===== config.mk =====
export PLATFORM = sky130hd
export DESIGN_NAME = burst_piso_serializer_flat
export DESIGN_NICKNAME = d
export VERILOG_FILES = /design/src/rtl/burst_piso_serializer_pkg.sv /design/src/rtl/burst_piso_serializer_if.sv /design/src/rtl/burst_piso_serializer_fifo.sv /design/src/rtl/burst_piso_serializer.sv /design/src/flat_wrapper.sv
export SDC_FILE = /design/constraint.sdc
export NUM_CORES = 1
export LEC_CHECK = 0
export BUFFER_PORTS_ARGS = -buffer_cell sky130_fd_sc_hd__buf_2
export CAP_MARGIN = 20
export CORE_MARGIN = 2
export CORE_UTILIZATION = 50
export CTS_BUF_LIST = sky130_fd_sc_hd__clkbuf_4 sky130_fd_sc_hd__clkbuf_8 sky130_fd_sc_hd__clkbuf_16
export DETAILED_ROUTE_END_ITERATION = 6
export PLACE_DENSITY_LB_ADDON = 0.08
export SETUP_SLACK_MARGIN = 0.02
export SYNTH_ARGS = -nofsm -noshare
export SYNTH_HDL_FRONTEND = slang
export SYNTH_SLANG_ARGS = --single-unit

===== constraint.sdc =====
create_clock -name clk -period 2.9 [get_ports clk]
set_input_delay 0.145 -clock clk [delete_from_list [all_inputs] [get_ports clk]]
set_output_delay 0.145 -clock clk [all_outputs]
set_load 0.005 [all_outputs]

===== src/rtl/burst_piso_serializer_pkg.sv =====
// Shared constants for the burst PISO serializer: word-select codes, FSM states, FIFO entry layout.
package piso_pkg;

   localparam logic [1:0] WSEL_FULL = 2'b11;
   localparam logic [1:0] WSEL_LO   = 2'b01;
   localparam logic [1:0] WSEL_HI   = 2'b10;
   localparam logic [1:0] WSEL_BAD  = 2'b00;

   // FIFO entry = {word_sel, msb_first, data}
   localparam int ENTRY_TAG_W = 3;

   typedef enum logic [1:0] {
      ST_IDLE   = 2'b00,
      ST_LOAD   = 2'b01,
      ST_SHIFT  = 2'b10,
      ST_PARITY = 2'b11
   } piso_state_e;

   function automatic int entry_width(input int bus_width);
      return bus_width + ENTRY_TAG_W;
   endfunction

endpackage


===== src/rtl/burst_piso_serializer_if.sv =====
// Handshake and serial-link bundle of the burst PISO serializer; slave side is the serializer.
interface burst_piso_serializer_if #(
   parameter int BUS_WIDTH  = 16,
   parameter int FIFO_DEPTH = 4
);
   logic                          en;
   logic                          in_valid;
   logic                          in_ready;
   logic [BUS_WIDTH-1:0]          data_in;
   logic [1:0]                    word_sel;
   logic                          msb_first;
   logic                          ser_out;
   logic                          ser_valid;
   logic                          word_done;
   logic                          burst_done;
   logic                          sel_err;
   logic                          busy;
   logic [$clog2(FIFO_DEPTH):0]   fifo_count;

   modport slave (
      input  en, in_valid, data_in, word_sel, msb_first,
      output in_ready, ser_out, ser_valid, word_done, burst_done, sel_err, busy, fifo_count
   );

   modport master (
      output en, in_valid, data_in, word_sel, msb_first,
      input  in_ready, ser_out, ser_valid, word_done, burst_done, sel_err, busy, fifo_count
   );
endinterface


===== src/rtl/burst_piso_serializer_fifo.sv =====
// piso_fifo: synchronous FIFO holding serializer entries; head word is visible combinationally on rdata.
module piso_fifo
   import piso_pkg::*;
#(
   parameter int WIDTH = 16 + ENTRY_TAG_W,
   parameter int DEPTH = 4
) (
   input  logic                      clk,
   input  logic                      rst,
   input  logic                      push,
   input  logic [WIDTH-1:0]          wdata,
   input  logic                      pop,
   output logic [WIDTH-1:0]          rdata,
   output logic [$clog2(DEPTH):0]    count,
   output logic                      full,
   output logic                      empty
);
   localparam int AW = $clog2(DEPTH);

   logic [WIDTH-1:0] mem_r [DEPTH];
   logic [AW-1:0]    wr_ptr_r;
   logic [AW-1:0]    rd_ptr_r;
   logic [AW:0]      count_r;
   logic             push_ok_s;
   logic             pop_ok_s;

   assign push_ok_s = push && !full;
   assign pop_ok_s  = pop && !empty;

   // Storage array; contents need no reset since count gates visibility.
   always_ff @(posedge clk) begin
      if (push_ok_s) begin
         mem_r[wr_ptr_r] <= wdata;
      end
   end

   // Pointer and occupancy bookkeeping.
   always_ff @(posedge clk or posedge rst) begin
      if (rst) begin
         wr_ptr_r <= '0;
         rd_ptr_r <= '0;
         count_r  <= '0;
      end else begin
         if (push_ok_s) begin
            wr_ptr_r <= wr_ptr_r + AW'(1);
         end
         if (pop_ok_s) begin
            rd_ptr_r <= rd_ptr_r + AW'(1);
         end
         case ({push_ok_s, pop_ok_s})
            2'b10:   count_r <= count_r + (AW+1)'(1);
            2'b01:   count_r <= count_r - (AW+1)'(1);
            default: count_r <= count_r;
         endcase
      end
   end

   assign rdata = mem_r[rd_ptr_r];
   assign count = count_r;
   assign full  = (count_r == (AW+1)'(DEPTH));
   assign empty = (count_r == (AW+1)'(0));

endmodule


===== src/rtl/burst_piso_serializer.sv =====
// Buffered parallel-in/serial-out converter for MRAM read bursts (FIFO + FSM + shifter).
// Define PISO_PARITY_EN to append an even-parity bit after every word.
module burst_piso_serializer
   import piso_pkg::*;
#(
   parameter int BUS_WIDTH  = 16,
   parameter int FIFO_DEPTH = 4
) (
   input  logic                    clk,
   input  logic                    rst,
   burst_piso_serializer_if.slave  bus
);
   localparam int CNT_W   = $clog2(BUS_WIDTH + 1);
   localparam int HALF    = BUS_WIDTH / 2;
   localparam int ENTRY_W = entry_width(BUS_WIDTH);

   piso_state_e              state_r, state_nx_s;
   logic [ENTRY_W-1:0]       fifo_rdata_s;
   logic [$clog2(FIFO_DEPTH):0] fifo_count_s;
   logic                     fifo_full_s, fifo_empty_s;
   logic                     push_s, pop_s, last_bit_s, frame_end_s;
   logic [BUS_WIDTH-1:0]     data_r, sh_r;
   logic [1:0]               sel_r;
   logic                     msbf_r;
   logic [CNT_W-1:0]         cnt_r;
   logic                     ser_out_r, ser_valid_r, word_done_r, burst_done_r, sel_err_r;
`ifdef PISO_PARITY_EN
   logic                     par_r;

   function automatic logic sel_parity(input logic [BUS_WIDTH-1:0] d, input logic [1:0] sel);
      case (sel)
         WSEL_FULL: sel_parity = ^d;
         WSEL_LO:   sel_parity = ^d[HALF-1:0];
         WSEL_HI:   sel_parity = ^d[BUS_WIDTH-1:HALF];
         default:   sel_parity = 1'b0;
      endcase
   endfunction
`endif

   // Move the selected half to the end the shifter reads from, so both orders shift uniformly.
   function automatic logic [BUS_WIDTH-1:0] align_word(input logic [BUS_WIDTH-1:0] d,
                                                     input logic [1:0] sel, input logic msbf);
      case (sel)
         WSEL_LO: align_word = msbf ? (d << HALF) : d;
         WSEL_HI: align_word = msbf ? d : (d >> HALF);
         default: align_word = d;
      endcase
   endfunction

   assign push_s     = bus.in_valid && !fifo_full_s;
   assign last_bit_s = (state_r == ST_SHIFT) && bus.en && (cnt_r == CNT_W'(1));
`ifdef PISO_PARITY_EN
   assign frame_end_s = (state_r == ST_PARITY) && bus.en;
`else
   assign frame_end_s = last_bit_s;
`endif

   piso_fifo #(.WIDTH(ENTRY_W), .DEPTH(FIFO_DEPTH)) u_fifo (
      .clk   (clk),
      .rst   (rst),
      .push  (push_s),
      .wdata ({bus.word_sel, bus.msb_first, bus.data_in}),
      .pop   (pop_s),
      .rdata (fifo_rdata_s),
      .count (fifo_count_s),
      .full  (fifo_full_s),
      .empty (fifo_empty_s)
   );

   // FSM state register.
   always_ff @(posedge clk or posedge rst) begin
      if (rst) begin
         state_r <= ST_IDLE;
      end else begin
         state_r <= state_nx_s;
      end
   end

   // Next-state and pop decision; a finishing frame chains straight into the next entry.
   always_comb begin
      state_nx_s = state_r;
      pop_s      = frame_end_s && !fifo_empty_s;
      case (state_r)
         ST_IDLE: begin
            pop_s      = !fifo_empty_s;
            state_nx_s = fifo_empty_s ? ST_IDLE : ST_LOAD;
         end
         ST_LOAD: begin
            state_nx_s = (sel_r == WSEL_BAD) ? ST_IDLE : ST_SHIFT;
         end
`ifdef PISO_PARITY_EN
         ST_SHIFT: begin
            state_nx_s = last_bit_s ? ST_PARITY : ST_SHIFT;
         end
         ST_PARITY: begin
            if (frame_end_s) begin
               state_nx_s = fifo_empty_s ? ST_IDLE : ST_LOAD;
            end else begin
               state_nx_s = ST_PARITY;
            end
         end
`else
         ST_SHIFT: begin
            if (frame_end_s) begin
               state_nx_s = fifo_empty_s ? ST_IDLE : ST_LOAD;
            end else begin
               state_nx_s = ST_SHIFT;
            end
         end
`endif
         default: begin
            state_nx_s = ST_IDLE;
         end
      endcase
   end

   // Entry latch, shifter, bit counter and registered link outputs.
   always_ff @(posedge clk or posedge rst) begin
      if (rst) begin
         data_r       <= '0;
         sel_r        <= 2'b00;
         msbf_r       <= 1'b0;
         sh_r         <= '0;
         cnt_r        <= '0;
         ser_out_r    <= 1'b0;
         ser_valid_r  <= 1'b0;
         word_done_r  <= 1'b0;
         burst_done_r <= 1'b0;
         sel_err_r    <= 1'b0;
`ifdef PISO_PARITY_EN
         par_r        <= 1'b0;
`endif
      end else begin
         sel_err_r    <= (state_r == ST_LOAD) && (sel_r == WSEL_BAD);
         word_done_r  <= frame_end_s;
         burst_done_r <= frame_end_s && fifo_empty_s;
         ser_valid_r  <= ((state_r == ST_SHIFT) || (state_r == ST_PARITY)) && bus.en;
         if (pop_s) begin
            {sel_r, msbf_r, data_r} <= fifo_rdata_s;
         end
         case (state_r)
            ST_IDLE: begin
               ser_out_r <= 1'b0;
            end
            ST_LOAD: begin
               sh_r  <= align_word(data_r, sel_r, msbf_r);
               cnt_r <= (sel_r == WSEL_FULL) ? CNT_W'(BUS_WIDTH) : CNT_W'(HALF);
`ifdef PISO_PARITY_EN
               par_r <= sel_parity(data_r, sel_r);
`endif
            end
            ST_SHIFT: begin
               if (bus.en) begin
                  ser_out_r <= msbf_r ? sh_r[BUS_WIDTH-1] : sh_r[0];
                  sh_r      <= msbf_r ? {sh_r[BUS_WIDTH-2:0], 1'b0} : {1'b0, sh_r[BUS_WIDTH-1:1]};
                  cnt_r     <= cnt_r - CNT_W'(1);
               end
            end
`ifdef PISO_PARITY_EN
            ST_PARITY: begin
               if (bus.en) begin
                  ser_out_r <= par_r;
               end
            end
`endif
            default: begin
               ser_out_r <= 1'b0;
            end
         endcase
      end
   end

   assign bus.in_ready   = !fifo_full_s;
   assign bus.fifo_count = fifo_count_s;
   assign bus.busy       = (state_r != ST_IDLE) || !fifo_empty_s;
   assign bus.ser_out    = ser_out_r;
   assign bus.ser_valid  = ser_valid_r;
   assign bus.word_done  = word_done_r;
   assign bus.burst_done = burst_done_r;
   assign bus.sel_err    = sel_err_r;

endmodule

===== src/flat_wrapper.sv =====
// flat-port wrapper written by rule: the top's interface ports become plain ports
module burst_piso_serializer_flat import piso_pkg::*;
#(
   parameter int BUS_WIDTH  = 16,
   parameter int FIFO_DEPTH = 4
)
  (clk, rst, bus_en, bus_in_valid, bus_data_in, bus_word_sel, bus_msb_first, bus_in_ready, bus_ser_out, bus_ser_valid, bus_word_done, bus_burst_done, bus_sel_err, bus_busy, bus_fifo_count);
  burst_piso_serializer_if #(.BUS_WIDTH(BUS_WIDTH), .FIFO_DEPTH(FIFO_DEPTH)) bus_i ();
  input  logic clk;
  input  logic rst;
  input wire logic [$bits(bus_i.en)-1:0] bus_en;
  input wire logic [$bits(bus_i.in_valid)-1:0] bus_in_valid;
  input wire logic [$bits(bus_i.data_in)-1:0] bus_data_in;
  input wire logic [$bits(bus_i.word_sel)-1:0] bus_word_sel;
  input wire logic [$bits(bus_i.msb_first)-1:0] bus_msb_first;
  output wire logic [$bits(bus_i.in_ready)-1:0] bus_in_ready;
  output wire logic [$bits(bus_i.ser_out)-1:0] bus_ser_out;
  output wire logic [$bits(bus_i.ser_valid)-1:0] bus_ser_valid;
  output wire logic [$bits(bus_i.word_done)-1:0] bus_word_done;
  output wire logic [$bits(bus_i.burst_done)-1:0] bus_burst_done;
  output wire logic [$bits(bus_i.sel_err)-1:0] bus_sel_err;
  output wire logic [$bits(bus_i.busy)-1:0] bus_busy;
  output wire logic [$bits(bus_i.fifo_count)-1:0] bus_fifo_count;
  assign bus_i.en = bus_en;
  assign bus_i.in_valid = bus_in_valid;
  assign bus_i.data_in = bus_data_in;
  assign bus_i.word_sel = bus_word_sel;
  assign bus_i.msb_first = bus_msb_first;
  assign bus_in_ready = bus_i.in_ready;
  assign bus_ser_out = bus_i.ser_out;
  assign bus_ser_valid = bus_i.ser_valid;
  assign bus_word_done = bus_i.word_done;
  assign bus_burst_done = bus_i.burst_done;
  assign bus_sel_err = bus_i.sel_err;
  assign bus_busy = bus_i.busy;
  assign bus_fifo_count = bus_i.fifo_count;
  burst_piso_serializer #(.BUS_WIDTH(BUS_WIDTH), .FIFO_DEPTH(FIFO_DEPTH)) u_core (.clk(clk), .rst(rst), .bus(bus_i));
endmodule

======== After elaboration in Yosys (flattened, before gate mapping) ========
Memories as Yosys holds them, arrays and structs flattened. A register that Yosys moved wholly into a read port is not among the register bits.
Cells that the tools add are included.
operators by class
  reduce and logical (&&, ||, !) cells .... 21
  mux-type cells .......................... 20
  bitwise operators ....................... 1
  $add $sub $neg .......................... 5
  equal/unequal tests ..................... 11
operator list
  cell                   count
  $mux W16               4
  $pmux W16 S2           2
  $eq A2 B2 Y1 const B   5
  $mux W5                2
  $pmux W5 S2            1
  $logic_and A1 B1 Y1    9
  $eq A2 B1 Y1 const B   3
  $mux W1                6
  $pmux W2 S3            1
  $pmux W3 S2            1
  $reduce_bool A2 Y1     3
  $eq A5 B1 Y1 const B   1
  $sub A5 B1 Y5 const B  1
  $add A2 B1 Y2 const B  2
  $logic_not A2 Y1       2
  $mux W2                2
  $reduce_and A2 Y1      2
  $add A3 B1 Y3 const B  1
  $eq A3 B3 Y1 const B   1
  $logic_not A3 Y1       1
  $sub A3 B1 Y3 const B  1
  $logic_not A1 Y1       2
  $logic_or A1 B1 Y1     2
  $ne A2 B2 Y1 const B   1
  2 further kinds        2
word-level totals
  register bits ........................... 35
  logic and storage cells ................. 70
  memories kept ........................... 1
  memory bits (writable) .................. 76
  input bits .............................. 23
  output and inout bits ................... 10
memory list
  name                 depth  bits a word  rd ports  clocked after memory_dff  wr ports  RTL line                          text
  u_core.u_fifo.mem_r  4      19           1         1                         1         burst_piso_serializer_fifo.sv:20  logic [WIDTH-1:0] mem_r [DEPTH];

======== Depth between registers and ports, before layout ========
  depth in word-level cells ............... 8
  depth in mapped cells ................... 13
  depth with buffers taken out ............ 12

======== Cells and area by module ========
Synthesis repeated with hierarchy kept, for this count alone.
second synthesis, totals
  cells, all modules ...................... 366
  area, all modules ....................... 5778.0 sq um
modules (own cells, without submodules)
  module                 instances  cells an instance  area each (sq um)
  piso_fifo              1          137                3189.3
  burst_piso_serializer  1          229                2588.7

======== Worst setup path before layout ========
OpenSTA, ideal clock, no wires.
  path type ............................... register to register
  start point ............................. register u_core.cnt_r[1]
  end point ............................... register u_core.u_fifo.count_r[2] (netlist: u_core.u_fifo.count[2])
  path slack .............................. 0.645 ns
  data arrival time ....................... 2.175 ns
  stages on the path, launching flop included .. 14
  path buffers ............................ 1
  clock period less this slack ............ 2.255 ns
  cell sequence ........................... dfrtp_1 > inv_1 > ha_1 > nand2b_1 > o31ai_4 > nand2_2 > buf_6 > inv_1 > ha_1 > inv_1 > fa_1 > xor2_1 > nor2_1 > xor2_1
on the way
  cells in the longest elaborated chain, start to end .. 7
  elaborated cells between the ends (all ways) .. 9
RTL lines
  item                                                      RTL line                          text
  start: declaration                                        burst_piso_serializer.sv:25       logic [CNT_W-1:0] cnt_r;
  start signal: assignment                                  burst_piso_serializer.sv:147      cnt_r <= (sel_r == WSEL_FULL) ? CNT_W'(BUS_WIDTH) : CNT_W'(HALF);
  start signal: assignment                                  burst_piso_serializer.sv:156      cnt_r <= cnt_r - CNT_W'(1);
  $eq A5 B1 Y1 (*)                                          burst_piso_serializer.sv:51       assign last_bit_s = (state_r == ST_SHIFT) && bus.en && (cnt_r == CNT_W'(1));
  $logic_and A1 B1 Y1 (*)                                   burst_piso_serializer.sv:51
  $logic_and A1 B1 Y1 (*)                                   burst_piso_serializer.sv:82       pop_s = frame_end_s && !fifo_empty_s;
  $mux W1 (*)                                               burst_piso_serializer.sv:83       case (state_r)
  $logic_and A1 B1 Y1 (*)                                   burst_piso_serializer_fifo.sv:28  assign pop_ok_s = pop && !empty;
  via u_core.u_fifo.pop_ok_s                                burst_piso_serializer_fifo.sv:25  logic pop_ok_s;
  $eq A2 B1 Y1 / $eq A2 B2 Y1 (equally long branches)       burst_piso_serializer_fifo.sv:50  case ({push_ok_s, pop_ok_s})
  $pmux W3 S2 / $reduce_bool A2 Y1 (equally long branches)  n/a
  end signal: assignment                                    burst_piso_serializer_fifo.sv:51  2'b10: count_r <= count_r + (AW+1)'(1);
  end signal: assignment                                    burst_piso_serializer_fifo.sv:52  2'b01: count_r <= count_r - (AW+1)'(1);
  end signal: assignment                                    burst_piso_serializer_fifo.sv:53  default: count_r <= count_r;
  end: declaration                                          burst_piso_serializer_fifo.sv:23  logic [AW:0] count_r;
Mark *: on every way through the listed nets, which the timed path passes. The rest lies on a longest branch.
A chain may end at the register's enable or synchronous reset.

======== Worst setup path in the final report ========
Ends and elaborated chain as after synthesis.

==> results summary <==
The final hold violation count came to 0. The maximum achievable frequency came out at around 0.45 GHz. The full die area is around 12000 µm².

The shortest period the worst path allows is between 2000 and 2500 ps. The sum of net half-perimeters after detailed placement came out at roughly 6.5 mm. The standard cell with the maximum stage delay on the critical path is sky130_fd_sc_hd__dfrtp_1. The pre-antenna-repair detailed-routing pass consisted of 4 iterations. After synthesis, the netlist uses 37 different library cells. The post-synthesis register bit count came out at 130. Setup repair after global routing left no endpoint under its margin. In this run the worst hold path is classified as input pin to register. The count of final setup violators came out at 0. The worst setup path is launched from a register.

The clock drives 130 sinks. At the worst endpoint, the required time is approximately 3200 ps. The die is ~110 µm wide. The primary flip-flop cell chosen by synthesis mapping is sky130_fd_sc_hd__edfxtp_1.

The max-slew headroom at the worst pin came out at a little under three fifths. The footprint of the multi-input gates came out at around 1900 µm². The relative contribution of the clock network to total power is roughly 25%. The fraction of final layout cells with drive strength greater than 1 came out at 26.1%. Pin placement for this block handled 33 I/O pins.

The placeable core region is roughly 11000 µm². The detailed-route via count came out at 3281. At the pin with the least slew margin, the transition time is 655 ps. The worst setup path is captured at a register. For this run, design rule violations remaining after detail routing come to 0. The chip height is roughly 110 µm. For the worst-skew pair, the clock arrives at the later sink with an insertion delay of around 410 ps. The mean instance size in the synthesized netlist is between 15 and 20 µm². The clock transition at the register clock pins on the worst setup and hold paths after CTS is around 60 ps. The run finished with clean final reports. Yosys printed 0 warnings. After synthesis the cells add up to about 5700 µm². The number of nets with antenna violations after detailed routing came out at 0. For this run, the slowest stage of the critical path takes ~400 ps. In this run the power spent charging and discharging nets is 0.00261 W.

The routability congestion estimate is around 0.80. The static leakage power came out at 2.69 nW. The clock arrives with a little over 6 ps of skew. After detailed routing, the average wire length per cell comes to ~17 µm.

The effective utilization at floorplan is between 50% and 60%. The number of antenna violations at the first check in global routing came to 0. The number of global-route vias before repair is 3266.

Input and output buffers added on the ports amount to 32. The top fanout value on the critical path came out at 4. The tree is rooted in a sky130_fd_sc_hd__clkbuf_16. The sequential cell area came out at approximately 3600 µm². In the synthesized netlist the async set-or-reset flop fraction comes to 41.5%. The part of the cycle the worst path needs is between 70% and 80%. The number of post-CTS setup repair buffers came out at 0.

Grouping stages by cell kind, the critical path spends the most delay in adder cells. The number of inserted diodes came out at 0. The final non-filler cell total is ~590.

The pin count of the biggest net entering global routing came out at 50. The final-layout fill cell count came out at 824. The clock passes through at most 2 buffers. The post-cts sizing count is 0.

Walking the worst path, the cells encountered are inv_1 -> ha_1 -> nand2b_1 -> o31ai_4 -> nand2_2 -> inv_1 -> ha_1 -> inv_1 -> fa_1 -> xor2_1 -> nor2_1 -> xor2_1. The post-placement cell count came out at between 500 and 600. The final-layout setup total negative slack came out at 0 ps. The ratio of routed vias to standard cells is roughly 5.5. Power spread over the standard cell area amounts to around 1100 nW/µm². In this run, the combinational gates consume ~37% of the power.

VDD sags by at most about 0.57 mV. The routed wire length came out at around 10 mm. The CTS buffer count came out at 17. The most numerous cell type found on the critical path is sky130_fd_sc_hd__inv_1. The global route total overflow is 0.

The row count came out at 38. The area share of the largest cell type after synthesis came out at 40.1%. The net count of the mapped netlist came out at slightly above 400. Sequential cells burn between 30% and 40% of the power. TritonCTS built the clock tree. Synthesis handed over a netlist of 379 instances. The buffering stage count on the worst path with inverters included is 3.

Across all hold checks on the routed design, the worst slack comes to between 70 and 80 ps. The count of final max-slew check failures came out at 0. Of the total power, the share spent switching nets is between 30% and 40%.

After the first detailed-routing iteration, the DRC count stood at between 200 and 300. The number of max-cap violations came out at 0. The number of levels in the clock H-tree came out at 4.

The number of enable flip-flop cells after synthesis is 76. After synthesis, the cell types taking the most area are sky130_fd_sc_hd__edfxtp_1 (40%), sky130_fd_sc_hd__dfrtp_1 (24%), sky130_fd_sc_hd__mux4_2 (7.5%). By startpoint and endpoint, the worst setup path is classified as register to register. The cell-internal power came out at between 0.005 and 0.006 W. The area growth from synthesis to layout is 18.5%. The data arrival time of the worst path came out at approximately 2600 ps. The aggregate global-route resource usage is a little under a fifth. The first global-routing pass estimated between 15 and 20 mm of wire. The share of the core filled with cells in the final layout is between 60% and 70%.

The register area share after synthesis is 63.8%. The net count reported at finish came out at 474. sky130_fd_sc_hd__edfxtp_1 takes more of the synthesized area than any other cell.
## final cells by class
type / count / share of cell area (%)
Clock inverter: 14 / 1.56
Multi-Input combinational cell: 211 / 28.1
Clock buffer: 18 / 6.41
Timing Repair Buffer: 64 / 6.67
Inverter: 15 / 0.834
Tap cell: 140 / 2.60
Sequential cell: 130 / 53.8
## cell families (layout without fill, tap and decap cells)
kind of cell,count (synthesis),in the layout,synth area share [%]
xor+xnor,8,8,1.23
simple gates,56,56,4.88
mux,56,56,15.6
compound gates,79,79,8.84
fa+ha+maj,12,12,2.77
buf+inv,38,111,2.88
flops,130,130,63.8
## metal layers
| layer | vias to the layer above | GRT usage (%) | part of all wire [%] |
|---|---|---|---|
| met4 | 0 | 6.83 | 1.5 |
| met5 | - | 0 | 0 |
| met2 | 69 | 26.1 | 46 |
| met3 | 15 | 5.80 | 4.2 |
| li1 | 1575 | - | - |
| met1 | 1622 | 25.7 | 48 |
## synthesized netlist by cell type, drive strengths merged, types with 10 or more instances
cell type / number
a21oi: 20
clkbuf: 12
mux2: 20
nand2: 10
inv: 15
edfxtp: 76
buf: 11
a221oi: 15
ha: 11
o21ai: 22
mux2i: 17
o22ai: 17
mux4: 19
dfrtp: 54
nor2: 21
## tightest hold or removal path, delay by kind of cell
| family | cells | cell delay, ps |
|---|---|---|
| AND/OR/NAND/NOR | 1 | 90 |
| AO/OA/AOI/OAI | 1 | 60 |
| buffers and inverters | 1 | 140 |
## sequential cells by signal, indices dropped and copies added (netlist names)
signal and count:
u_core.u_fifo.rd_ptr_r 2, u_core.state_r 2, u_core.sel_r 2, u_core.msbf_r 1, u_core.data_r 16, u_core.u_fifo.mem_r 76
u_core.cnt_r 5, u_core.bus.burst_done 1, u_core.u_fifo.count 3, u_core.bus.ser_valid 1, u_core.bus.sel_err 1, u_core.bus.ser_out 1
u_core.u_fifo.wr_ptr_r 2, u_core.bus.word_done 1, u_core.sh_r 16
## power groups by stage
stage	clock network, W	registers (W)	logic (W)
floorplan	0	0.00285	0.00230
global placement	0	0.00294	0.00277
detailed placement	0	0.00297	0.00284
CTS	0.00196	0.00294	0.00287
global route	0.00205	0.00300	0.00315
finish	0.00191	0.00294	0.00283
## cells in the final DEF, fill, tap and decap left out, drive strengths merged, types with 18 or more instances in the layout
cell         instances
clkbuf              18
nor2                21
o21ai               22
edfxtp              76
dfrtp               54
a21oi               20
buf                 44
dlygate4sd3         20
inv                 21
mux2                20
mux4                19
## worst paths after layout
path	start	endpoint	slack (ps)	cells after the start
max in group asynchronous	rst	u_core.sh_r[7]	1740	4
min	bus_en	u_core.bus.ser_out	80	3
min reg2reg	u_core.bus.ser_out	u_core.bus.ser_out	480	1
max reg2reg	u_core.cnt_r[1]	u_core.u_fifo.count[2]	660	12
max	u_core.cnt_r[1]	u_core.u_fifo.count[2]	660	12
min in group asynchronous	rst	u_core.u_fifo.count[0]	380	3
## stage by stage
stage / power (W) / worst slack (ps) / cell area (µm²)
after floorplan: 0.00515 / 645 / 5690
after global placement: 0.00572 / 758 / 6010
after detailed placement: 0.00581 / 623 / 6010
after CTS: 0.00776 / 627 / 6750
after global routing: 0.00820 / 473 / 6750
final: 0.00768 / 662 / 6750
## repair_timing
item / CTS / global route
setup endpoints to repair: 0 / 0
endpoints found under the hold margin: 106 / 0
hold buffers: 20 / 0
Power figures use the tool's default switching activity.
